$ cat src/rtl/board_init_seq.sv
// board_init_seq
//   Prepares the minesweeper board RAM before each game. On an accepted start it
//   first zeroes every cell. It then places NUM_MINES mines at distinct
//   pseudo-random cells. A free-running LFSR supplies candidate cells. Each
//   in-range candidate is read back from the RAM, and it is written only if the
//   cell is still empty. A one-cycle done pulse marks a ready board. This pulse
//   feeds the game controller's ultima_casilla input. The block owns the RAM
//   port while busy.
//
// Ports
//   clk           system clock, rising edge
//   rst           asynchronous active-low reset
//   start         level-sampled request, honoured only when idle
//   mem_addr      board RAM address, row-major (row*COLS+col)
//   mem_we        board RAM write enable
//   mem_wdata     mine bit to write
//   mem_rdata     mine bit at the address driven on the previous cycle
//   busy          high from the first clear cycle through the done cycle
//   done          one-cycle pulse when the board is ready
//   mines_placed  mines written in the current sequence
module board_init_seq #(
  parameter int unsigned ROWS      = 8,
  parameter int unsigned COLS      = 8,
  parameter int unsigned NUM_MINES = 10,
  parameter int unsigned ADDR_W    = 6,
  parameter logic [7:0]  SEED      = 8'h2D
) (
  input  logic              clk,
  input  logic              rst,
  input  logic              start,
  output logic [ADDR_W-1:0] mem_addr,
  output logic              mem_we,
  output logic              mem_wdata,
  input  logic              mem_rdata,
  output logic              busy,
  output logic              done,
  output logic [ADDR_W:0]   mines_placed
);

  localparam int unsigned Cells = ROWS * COLS;

  // All address/count comparisons are one bit wider than the address so that a
  // board filling the whole address space does not wrap.
  localparam logic [ADDR_W:0]   CellsW   = (ADDR_W + 1)'(Cells);
  localparam logic [ADDR_W:0]   LastW    = (ADDR_W + 1)'(Cells - 1);
  localparam logic [ADDR_W:0]   MinesW   = (ADDR_W + 1)'(NUM_MINES);
  localparam logic [ADDR_W:0]   CountOne = (ADDR_W + 1)'(1);
  localparam logic [ADDR_W-1:0] AddrOne  = ADDR_W'(1);

  // Elaboration-time parameter sanity.
  if (NUM_MINES < 1 || NUM_MINES >= Cells) begin : g_bad_mines
    $error("board_init_seq: NUM_MINES must satisfy 1 <= NUM_MINES < ROWS*COLS");
  end
  if ((64'd1 << ADDR_W) < 64'(Cells)) begin : g_bad_addr_w
    $error("board_init_seq: ADDR_W too narrow for ROWS*COLS");
  end
  if (ADDR_W > 8) begin : g_bad_addr_lfsr
    $error("board_init_seq: candidates come from an 8-bit LFSR, ADDR_W must be <= 8");
  end
  if (SEED == 8'h00) begin : g_bad_seed
    $error("board_init_seq: SEED must be nonzero");
  end

  typedef enum logic [2:0] {
    StIdle,
    StClear,
    StPick,
    StRead,
    StCheck,
    StWrite,
    StDone
  } state_e;

  state_e            state_q;
  logic [7:0]        lfsr_q;
  logic [7:0]        lfsr_next;
  logic [ADDR_W-1:0] cand_q;
  logic [ADDR_W-1:0] cand_new;
  logic              rdata_q;
  logic [ADDR_W:0]   count_inc;

  // Galois LFSR, shift right, feedback mask 8'hB8.
  always_comb begin
    lfsr_next = {1'b0, lfsr_q[7:1]} ^ (lfsr_q[0] ? 8'hB8 : 8'h00);
  end

  assign cand_new  = lfsr_q[ADDR_W-1:0];
  assign count_inc = mines_placed + CountOne;

  always_ff @(posedge clk or negedge rst) begin
    if (!rst) begin
      state_q      <= StIdle;
      lfsr_q       <= SEED;
      cand_q       <= '0;
      rdata_q      <= 1'b0;
      mem_addr     <= '0;
      mem_we       <= 1'b0;
      mem_wdata    <= 1'b0;
      busy         <= 1'b0;
      done         <= 1'b0;
      mines_placed <= '0;
    end else begin
      // Free-running in every state so that the user's start timing adds entropy.
      lfsr_q <= lfsr_next;
      done   <= 1'b0;

      unique case (state_q)
        StIdle: begin
          mem_we <= 1'b0;
          busy   <= 1'b0;
          if (start) begin
            state_q      <= StClear;
            mem_addr     <= '0;
            mem_we       <= 1'b1;
            mem_wdata    <= 1'b0;
            busy         <= 1'b1;
            mines_placed <= '0;
          end
        end

        StClear: begin
          if ({1'b0, mem_addr} == LastW) begin
            state_q  <= StPick;
            mem_we   <= 1'b0;
            cand_q   <= cand_new;
            mem_addr <= cand_new;
          end else begin
            mem_addr <= mem_addr + AddrOne;
          end
        end

        StPick: begin
          if ({1'b0, cand_q} >= CellsW) begin
            // Off the board: draw again without touching the RAM.
            cand_q   <= cand_new;
            mem_addr <= cand_new;
          end else begin
            state_q <= StRead;
          end
        end

        StRead: begin
          rdata_q <= mem_rdata;
          state_q <= StCheck;
        end

        StCheck: begin
          if (rdata_q) begin
            state_q  <= StPick;
            cand_q   <= cand_new;
            mem_addr <= cand_new;
          end else begin
            state_q   <= StWrite;
            mem_we    <= 1'b1;
            mem_wdata <= 1'b1;
          end
        end

        StWrite: begin
          mem_we       <= 1'b0;
          mem_wdata    <= 1'b0;
          mines_placed <= count_inc;
          if (count_inc == MinesW) begin
            state_q <= StDone;
            done    <= 1'b1;
          end else begin
            state_q  <= StPick;
            cand_q   <= cand_new;
            mem_addr <= cand_new;
          end
        end

        StDone: begin
          state_q  <= StIdle;
          busy     <= 1'b0;
          mem_addr <= '0;
        end

        default: begin
          state_q <= StIdle;
        end
      endcase
    end
  end

  // The RAM is only ever written while clearing or while placing a mine.
  a_we_states: assert property (@(posedge clk) disable iff (!rst)
    mem_we |-> (state_q == StClear || state_q == StWrite));

  a_count_max: assert property (@(posedge clk) disable iff (!rst)
    mines_placed <= MinesW);

  a_done_busy: assert property (@(posedge clk) disable iff (!rst)
    done |-> busy);

endmodule

$ cat config.mk
export PLATFORM = sky130hd
export DESIGN_NAME = board_init_seq
export DESIGN_NICKNAME = d
export VERILOG_FILES = /design/src/rtl/board_init_seq.sv
export SDC_FILE = /design/constraint.sdc
export NUM_CORES = 1
export LEC_CHECK = 0
export ABC_AREA = 1
export CORE_UTILIZATION = 37
export CTS_CLUSTER_DIAMETER = 80
export CTS_CLUSTER_SIZE = 25
export DETAILED_ROUTE_END_ITERATION = 16
export PLACE_DENSITY = 0.67
export SLEW_MARGIN = 0
export SYNTH_ARGS = -nofsm -noshare
export SYNTH_HDL_FRONTEND = slang
export SYNTH_SLANG_ARGS = --single-unit
$ cat constraint.sdc
create_clock -name clk -period 1.95 [get_ports clk]
set_input_delay 0.39 -clock clk [delete_from_list [all_inputs] [get_ports clk]]
set_output_delay 0.39 -clock clk [all_outputs]
set_load 0.02 [all_outputs]
---- Word level (Yosys, flattened, before mapping) ----
Index checks and enable logic that the tools add are counted.
word-level totals
  bits in registers ....................... 29
  output and inout bits ................... 17
  logic and storage cells ................. 58
  input bits .............................. 4
operators by class
  reductions and logical operators ........ 11
  bitwise gates (word level) .............. 1
  mux-type cells .......................... 22
  equal/unequal tests ..................... 13
  add/subtract/negate cells ............... 2
operators with widths
  kind                 count
  $pmux 6 s5           1
  $mux 6               4
  $pmux 3 s6           1
  $pmux 7 s2           1
  $mux 3               4
  $ne 2x2->1 const B   5
  $eq 3x3->1 const B   3
  $mux 8               1
  $xor 7x8->8          1
  $add 7x1->7 const B  1
  $eq 7x4->1 const B   1
  $mux 7               1
  $add 6x1->6 const B  1
  $eq 3x2->1 const B   2
  $eq 6x6->1 const B   1
  $mux 1               6
  $reduce_and 3->1     2
  $reduce_bool 5->1    1
  $pmux 1 s4           1
  $reduce_and 2->1     2
  $reduce_and 4->1     1
  $reduce_bool 2->1    2
  $reduce_bool 4->1    1
  $eq 3x1->1 const B   1
  4 further kinds      4

---- Longest topological paths before layout ----
Gate-level depths: netlist of run 1.
  depth after elaboration ................. 4
  gate-level depth with buffers ........... 11

---- Worst setup path before layout of run 1 ----
Ideal clock, no wire load.
  kind .................................... register -> register
  from .................................... register mines_placed[0]
  to ...................................... register mem_addr[5]
  clock period less this slack ............ 1,538 ps
  slack ................................... 412 ps
  setup time .............................. 118 ps
  data arrival time ....................... 1,420 ps
  cell stages (with the launch flop) ...... 12
  buffers on the path ..................... 0
  path through ............................ dfrtp_1 -> ha_1 -> nand2_1 -> inv_1 -> nor2_1 -> nor2_1 -> nand2_1 -> nor2_2 -> nand2_4 -> nand3_4 -> nand2_1 -> nand2_1
on the way
  word-level cells in the longest chain between the ends .. 4
RTL lines
  what                               line  source
  start, declared                    37    output logic [ADDR_W:0] mines_placed
  start signal, assigned             162   mines_placed <= count_inc;
  $add 7x1->7                        88    assign count_inc = mines_placed + CountOne;
  $eq 7x4->1                         163   if (count_inc == MinesW) begin
  $ne 2x2->1 (no source line)        --
  $reduce_and 4->1 (no source line)  --
  end signal, assigned               126   mem_addr <= cand_new;
  end signal, assigned               151   mem_addr <= cand_new;
  end signal, assigned               169   mem_addr <= cand_new;
  end, declared                      31    output logic [ADDR_W-1:0] mem_addr,
Every way passes these cells.
A chain may end at the register's enable or synchronous reset.

---- Worst setup path in the final report of run 1 ----
  from .................................... register mines_placed[2]
  to ...................................... output port mines_placed[2]
No word-level cell between the ends.

==> flow_summary_export.csv, run 1 <==
group,metric,value,unit
outcome,status,"finished clean",
logic_synthesis,synth_largest_area_cell,"dfrtp_1",
layout,finalInstanceArea,1863,um2
worst_setup_path,cp_slowest_cell,"clkdlybuf4s50_1",
logic_synthesis,synth_area_per_cell,8.109,um2
worst_setup_path,worst_setup_path_end_kind,"primary output",
drt,first_pass_iters,4,
worst_setup_path,timing.rr.start,"mines_placed[0]$_DFFE_PN0P_",
layout,fillerInstances,389,
layout,drive_above_1_share,13.95,%
worst_setup_path,cpPeakStageDelay,0.64,ns
clocking,clock_path_buffers,2,
timing,fin_crit_sh,90.80,%
clocking,tritoncts,"built",
layout,multi_input_area,691.9,um2
logic_synthesis,synth_nets,194,
floorplan,std_cell_rows,22,
worst_setup_path,crit_buf_inv,1,
logic_synthesis,yosysTopAreaCellShare,41.25,%
floorplan,io_pins,21,
drt,drtIter0Drc,96,
timing,setup_violations,0,
worst_setup_path,critPathMaxFanout,7,
clocking,htree_levels,2,
worst_setup_path,worstSetupPathDepth,1,
worst_setup_path,crit_family,"buffers and inverters",
placed_design,pre_cts_ws,0.3643,ns
logic_synthesis,synthTopCellsByArea,"dfrtp_1 41%, nand2_1 15%, dfstp_2 6.9%, inv_1 4.2%, nand3_1 4.0%",
floorplan,die_area,4359,um2
clocking,post_cts_buffers,0,
clocking,cts.sinks,29,
worst_setup_path,crit_chain,"clkdlybuf4s50_1",
worst_hold_path,hold_path_class,"reg -> reg",
timing,final_max_slew_viol_count,0,
timing,layout_min_cycle_time,1.771,ns
worst_setup_path,cp_data_required_time,1.56,ns
grt,grt_overflow_total,0,
floorplan,initial_core_util,39.92,%
grt,grt_max_degree,30,
drt,via_count,1292,
layout,nNetsFinal,221,
placed_design,gp_routability_congestion,0.7845,
drt,via_per_inst,4.913,
drt,route.detailed.drc,0,
floorplan,fp.dieW,66.02,um
power,p_total,2.273,mW
layout,final_common_cell,"nand2_1",
clocking,clock_latency,0.28,ns
timing,finalClockSkew,0.004319,ns
logic_synthesis,synth_cell_types,27,
placed_design,placed_cells,255,
job,cap_viol_max_count,0,
worst_setup_path,reg2reg_depth,11,
power,total_leakage_power,0.9212,nW
drt,ant_nets,0,
clocking,path_clk_slew,0.06,ns
clocking,numCtsBuffers,5,
placed_design,dpl_cell_area,1773,um2
placed_design,portBuffers,20,
logic_synthesis,yosysSeqAreaShare,48.18,%
layout,layoutNonFillerInstCount,263,
grt,grt_first_pass_wirelength,5.444,mm
drt,avgRoutedWirePerCell,11.48,um
logic_synthesis,synthCells,187,
logic_synthesis,ys_ff_latch,29,
layout,final-seq-area,730.7,um2
floorplan,die_y,66.02,um
layout,diodes,0,
timing,hold_viol_final,0,
timing,final.setup.worst_slack,0.1794,ns
grt,first_global_vias,1205,
power,pwr_density_cell,1220,nW/um2
worst_hold_path,min_from,"lfsr_q[7]$_DFF_PN0_",
clocking,cts_resized,0,
grt,antenna_found_initial,0,
timing,fin_setup_tns,0,ns
layout,mostFrequentLayoutCells,"62 x nand2_1, 25 x dfrtp_1, 20 x clkdlybuf4s50_1",
layout,synthToLayoutAreaGrowth,22.86,%
logic_synthesis,synth_area,1516,um2
worst_hold_path,whs_path_depth,0,
worst_setup_path,worstSetupPathType,"reg -> out",
drt,routed_wl,3.018,mm
logic_synthesis,ys_warn_count,0,
power,peakVddDrop,610.6,uV
clocking,hold_buffers,0,
worst_setup_path,startpoint_type,"flop",
placed_design,hpwl,2.225,mm
grt,grt_use_total,16.92,%
timing,max-slew-margin-rel,75.42,%
clocking,cts_root_buf,"clkbuf_8",
timing,rsz0062_at_grt,"false",
layout,fin_util,49.04,%
worst_setup_path,arrival,1.38,ns
timing,whs,0.3531,ns
worst_setup_path,crit_start,"mines_placed[2]$_DFFE_PN0P_",
timing,tightest_slew,0.3687,ns
timing,fmax,564.8,MHz
floorplan,core-area,3799,um2
-- kinds of logic after synthesis --
group / Yosys count / synth area share [%]
and+or+nand+nor: 107 / 32.92
adders and majority gates: 3 / 2.476
AOI/OAI and AO/OA: 20 / 7.344
buffers and inverters: 23 / 6.188
xor gates and xnor gates: 5 / 2.888
DFF: 29 / 48.18
-- worst register-to-register path: stages (launching register included) --
cell     delay [ns]
dfrtp_1        0.42
ha_1           0.25
nand2_1        0.10
inv_1          0.04
nor2_1         0.12
nor2_1         0.06
nand2_1        0.07
nor2_2         0.05
nand2_4        0.11
nand3_4        0.11
nand2_1        0.08
nand2_1        0.05
-- registers in the layout, indices dropped and copies added (netlist names) --
name          cells
busy              1
done              1
lfsr_q            8
mem_addr          6
mem_wdata         1
mem_we            1
mines_placed      7
rdata_q           1
state_q           3
-- power breakdown --
group	switching, mW	internal [mW]	total [mW]
registers	0.140	0.718	0.858
clock network	0.216	0.287	0.503
logic	0.561	0.352	0.913
total	0.916	1.36	2.27
-- layer usage --
metal  vias up  routed length [um]  GRT usage (%)
met1       608                1495          22.85
met3         2                 115          5.690
met2        26                1387          24.87
li1        656                   -              -
met4         0                  20          6.383
met5         -                   0              0
-- area by class of cell --
class | count | area share [%]
flip-flops and latches | 29 | 39.22
well taps | 48 | 3.224
multi-input cells | 135 | 37.14
inverters | 22 | 4.432
repair buffers | 21 | 11.15
clock buffers | 8 | 4.835
-- worst paths after layout --
kind | endpoint | slack (ns)
worst max-delay path | mines_placed[2] | 0.18
worst min-delay path | lfsr_q[6]$_DFF_PN0_ | 0.35
worst max register to register | mem_addr[4]$_DFFE_PN0P_ | 0.36
worst min register to register | lfsr_q[6]$_DFF_PN0_ | 0.35
max in group asynchronous | lfsr_q[3]$_DFF_PN1_ | 1.15
min in group asynchronous | mem_addr[1]$_DFFE_PN0P_ | 0.49
-- synthesized netlist by cell type --
library cell  number
nand2_1           62
dfrtp_1           25
inv_1             17
nand3_1           12
o21ai_0           12
nor2_1            10
nand4_1            7
nor2_2             6
inv_2              5
a21oi_1            4
dfstp_2            4
xor2_1             4
ha_1               3
nor2_4             2
nor3_1             2
a31o_2             1
buf_6              1
nand2_2            1
nand2_4            1
nand3_4            1
nor3b_1            1
nor4_1             1
o21ai_2            1
o21bai_1           1
o22ai_1            1
or2_2              1
xnor2_1            1
(Power assumes the default switching activity.)
==> run 2: changes to the inputs <==
--- a/config.mk
+++ b/config.mk
@@ -6,6 +6,7 @@
 export NUM_CORES = 1
 export LEC_CHECK = 0
 export ABC_AREA = 1
+export CORE_ASPECT_RATIO = 1.25
 export CORE_UTILIZATION = 37
 export CTS_CLUSTER_DIAMETER = 80
 export CTS_CLUSTER_SIZE = 25
==> flow_summary_export.csv, run 2 (synthesis results as in run 1) <==
group,metric,value,unit
power,total_leakage_power,0.9212,nW
worst_setup_path,arrival,1.38,ns
floorplan,fp.dieW,59.26,um
worst_setup_path,crit_chain,"clkdlybuf4s50_1",
grt,grt_use_total,17.23,%
worst_hold_path,hold_path_class,"reg -> reg",
clocking,clock_path_buffers,2,
drt,via_per_inst,4.833,
worst_setup_path,crit_buf_inv,1,
timing,fin_setup_tns,0,ns
power,pwr_density_cell,1222,nW/um2
layout,synthToLayoutAreaGrowth,23.35,%
placed_design,dpl_cell_area,1780,um2
layout,fin_util,48.62,%
worst_setup_path,worstSetupPathType,"reg -> out",
clocking,cts.sinks,29,
timing,rsz0062_at_grt,"false",
timing,final_max_slew_viol_count,0,
power,clkPwrFrac,22.3,%
grt,grt_first_pass_wirelength,5.464,mm
floorplan,io_pins,21,
drt,first_pass_iters,6,
placed_design,pre_cts_ws,0.3512,ns
drt,ant_nets,0,
worst_setup_path,startpoint_type,"flop",
clocking,numCtsBuffers,5,
floorplan,core-area,3847,um2
floorplan,die_area,4360,um2
grt,grt_max_degree,30,
outcome,status,"finished clean",
timing,hold_viol_final,0,
clocking,hold_buffers,0,
clocking,htree_levels,2,
layout,largest-register,"lfsr_q",
worst_setup_path,cp_data_required_time,1.56,ns
layout,reg.largest.list,"lfsr_q (8), mines_placed (7), mem_addr (6)",
floorplan,initial_core_util,39.41,%
worst_setup_path,crit_family,"buffers and inverters",
clocking,path_clk_slew,0.07,ns
timing,setup_violations,0,
power,p_total,2.286,mW
worst_setup_path,critPathMaxFanout,7,
timing,max-slew-margin-rel,75.46,%
timing,finalClockSkew,0.01149,ns
timing,whs,0.3486,ns
clocking,post_cts_buffers,0,
clocking,cts_resized,0,
timing,final.setup.worst_slack,0.1811,ns
layout,largest_reg_flops,8,
clocking,clock_latency,0.28,ns
timing,fin_crit_sh,90.71,%
worst_setup_path,worst_setup_path_end_kind,"primary output",
power,p_comb_share,40.0,%
drt,avgRoutedWirePerCell,12.09,um
placed_design,gp_routability_congestion,0.8774,
grt,first_global_vias,1191,
worst_setup_path,cpPeakStageDelay,0.64,ns
power,p_int,1.356,mW
drt,via_count,1300,
timing,layout_min_cycle_time,1.769,ns
layout,mostFrequentLayoutCells,"62 x nand2_1, 25 x dfrtp_1, 20 x clkdlybuf4s50_1",
power,sw_frac_of_total,40.68,%
drt,route.detailed.drc,0,
job,cap_viol_max_count,0,
drt,drtIter0Drc,71,
power,p_seq_share,37.7,%
layout,drive_above_1_share,13.95,%
placed_design,hpwl,2.386,mm
grt,antenna_found_initial,0,
floorplan,std_cell_rows,25,
drt,routed_wl,3.251,mm
layout,layoutNonFillerInstCount,269,
clocking,tritoncts,"built",
layout,final_common_cell,"nand2_1",
placed_design,placed_cells,261,
clocking,cts_root_buf,"clkbuf_8",
layout,finalInstanceArea,1871,um2
placed_design,portBuffers,20,
floorplan,die_y,73.58,um
layout,diodes,0,
power,switchingPower,929.9,uW
worst_setup_path,cp_slowest_cell,"clkdlybuf4s50_1",
timing,tightest_slew,0.3681,ns
grt,grt_overflow_total,0,
power,peakVddDrop,641.8,uV
timing,fmax,565.3,MHz
layout,nNetsFinal,221,
==> run 2: cell counts in the layout (fill, tap and decap cells not counted) <==
Identical to the previous run, type by type.
==> run 2: layout make-up <==
| cell class | count | area (um2) |
|---|---|---|
| Clock buffer | 8 | 90.09 |
| Inverter | 22 | 82.58 |
| Tap cell | 54 | 67.56 |
| Multi-Input combinational cell | 135 | 691.9 |
| Fill cell | 378 | 1977 |
| Timing Repair Buffer | 21 | 207.7 |
| Sequential cell | 29 | 730.7 |
==> run 2: final timing paths <==
kind,cells past startpoint,from,end,slack (ns)
hold / removal,0,lfsr_q[7]$_DFF_PN0_,lfsr_q[6]$_DFF_PN0_,0.35
max in group asynchronous,2,rst,lfsr_q[3]$_DFF_PN1_,1.13
setup / recovery,1,mines_placed[2]$_DFFE_PN0P_,mines_placed[2],0.18
min in group asynchronous,2,rst,mines_placed[1]$_DFFE_PN0P_,0.50
setup reg to reg,10,mines_placed[0]$_DFFE_PN0P_,mem_addr[2]$_DFFE_PN0P_,0.34
hold reg to reg,0,lfsr_q[7]$_DFF_PN0_,lfsr_q[6]$_DFF_PN0_,0.35
==> run 2: metal layers <==
layer | track usage [%] | part of all wire [%]
met5 | 0 | 0
met4 | 8.995 | 3.0
met3 | 4.401 | 4.6
met2 | 26.84 | 48
met1 | 21.79 | 45
==> run 2: power by group through the flow <==
stage	Combinational, mW	Clock [mW]	Sequential [mW]
floorplan	0.576	0	0.917
global placement	0.904	0	0.872
detailed placement	0.919	0	0.872
CTS	0.923	0.515	0.861
global route	1.03	0.537	0.880
finish	0.913	0.510	0.863
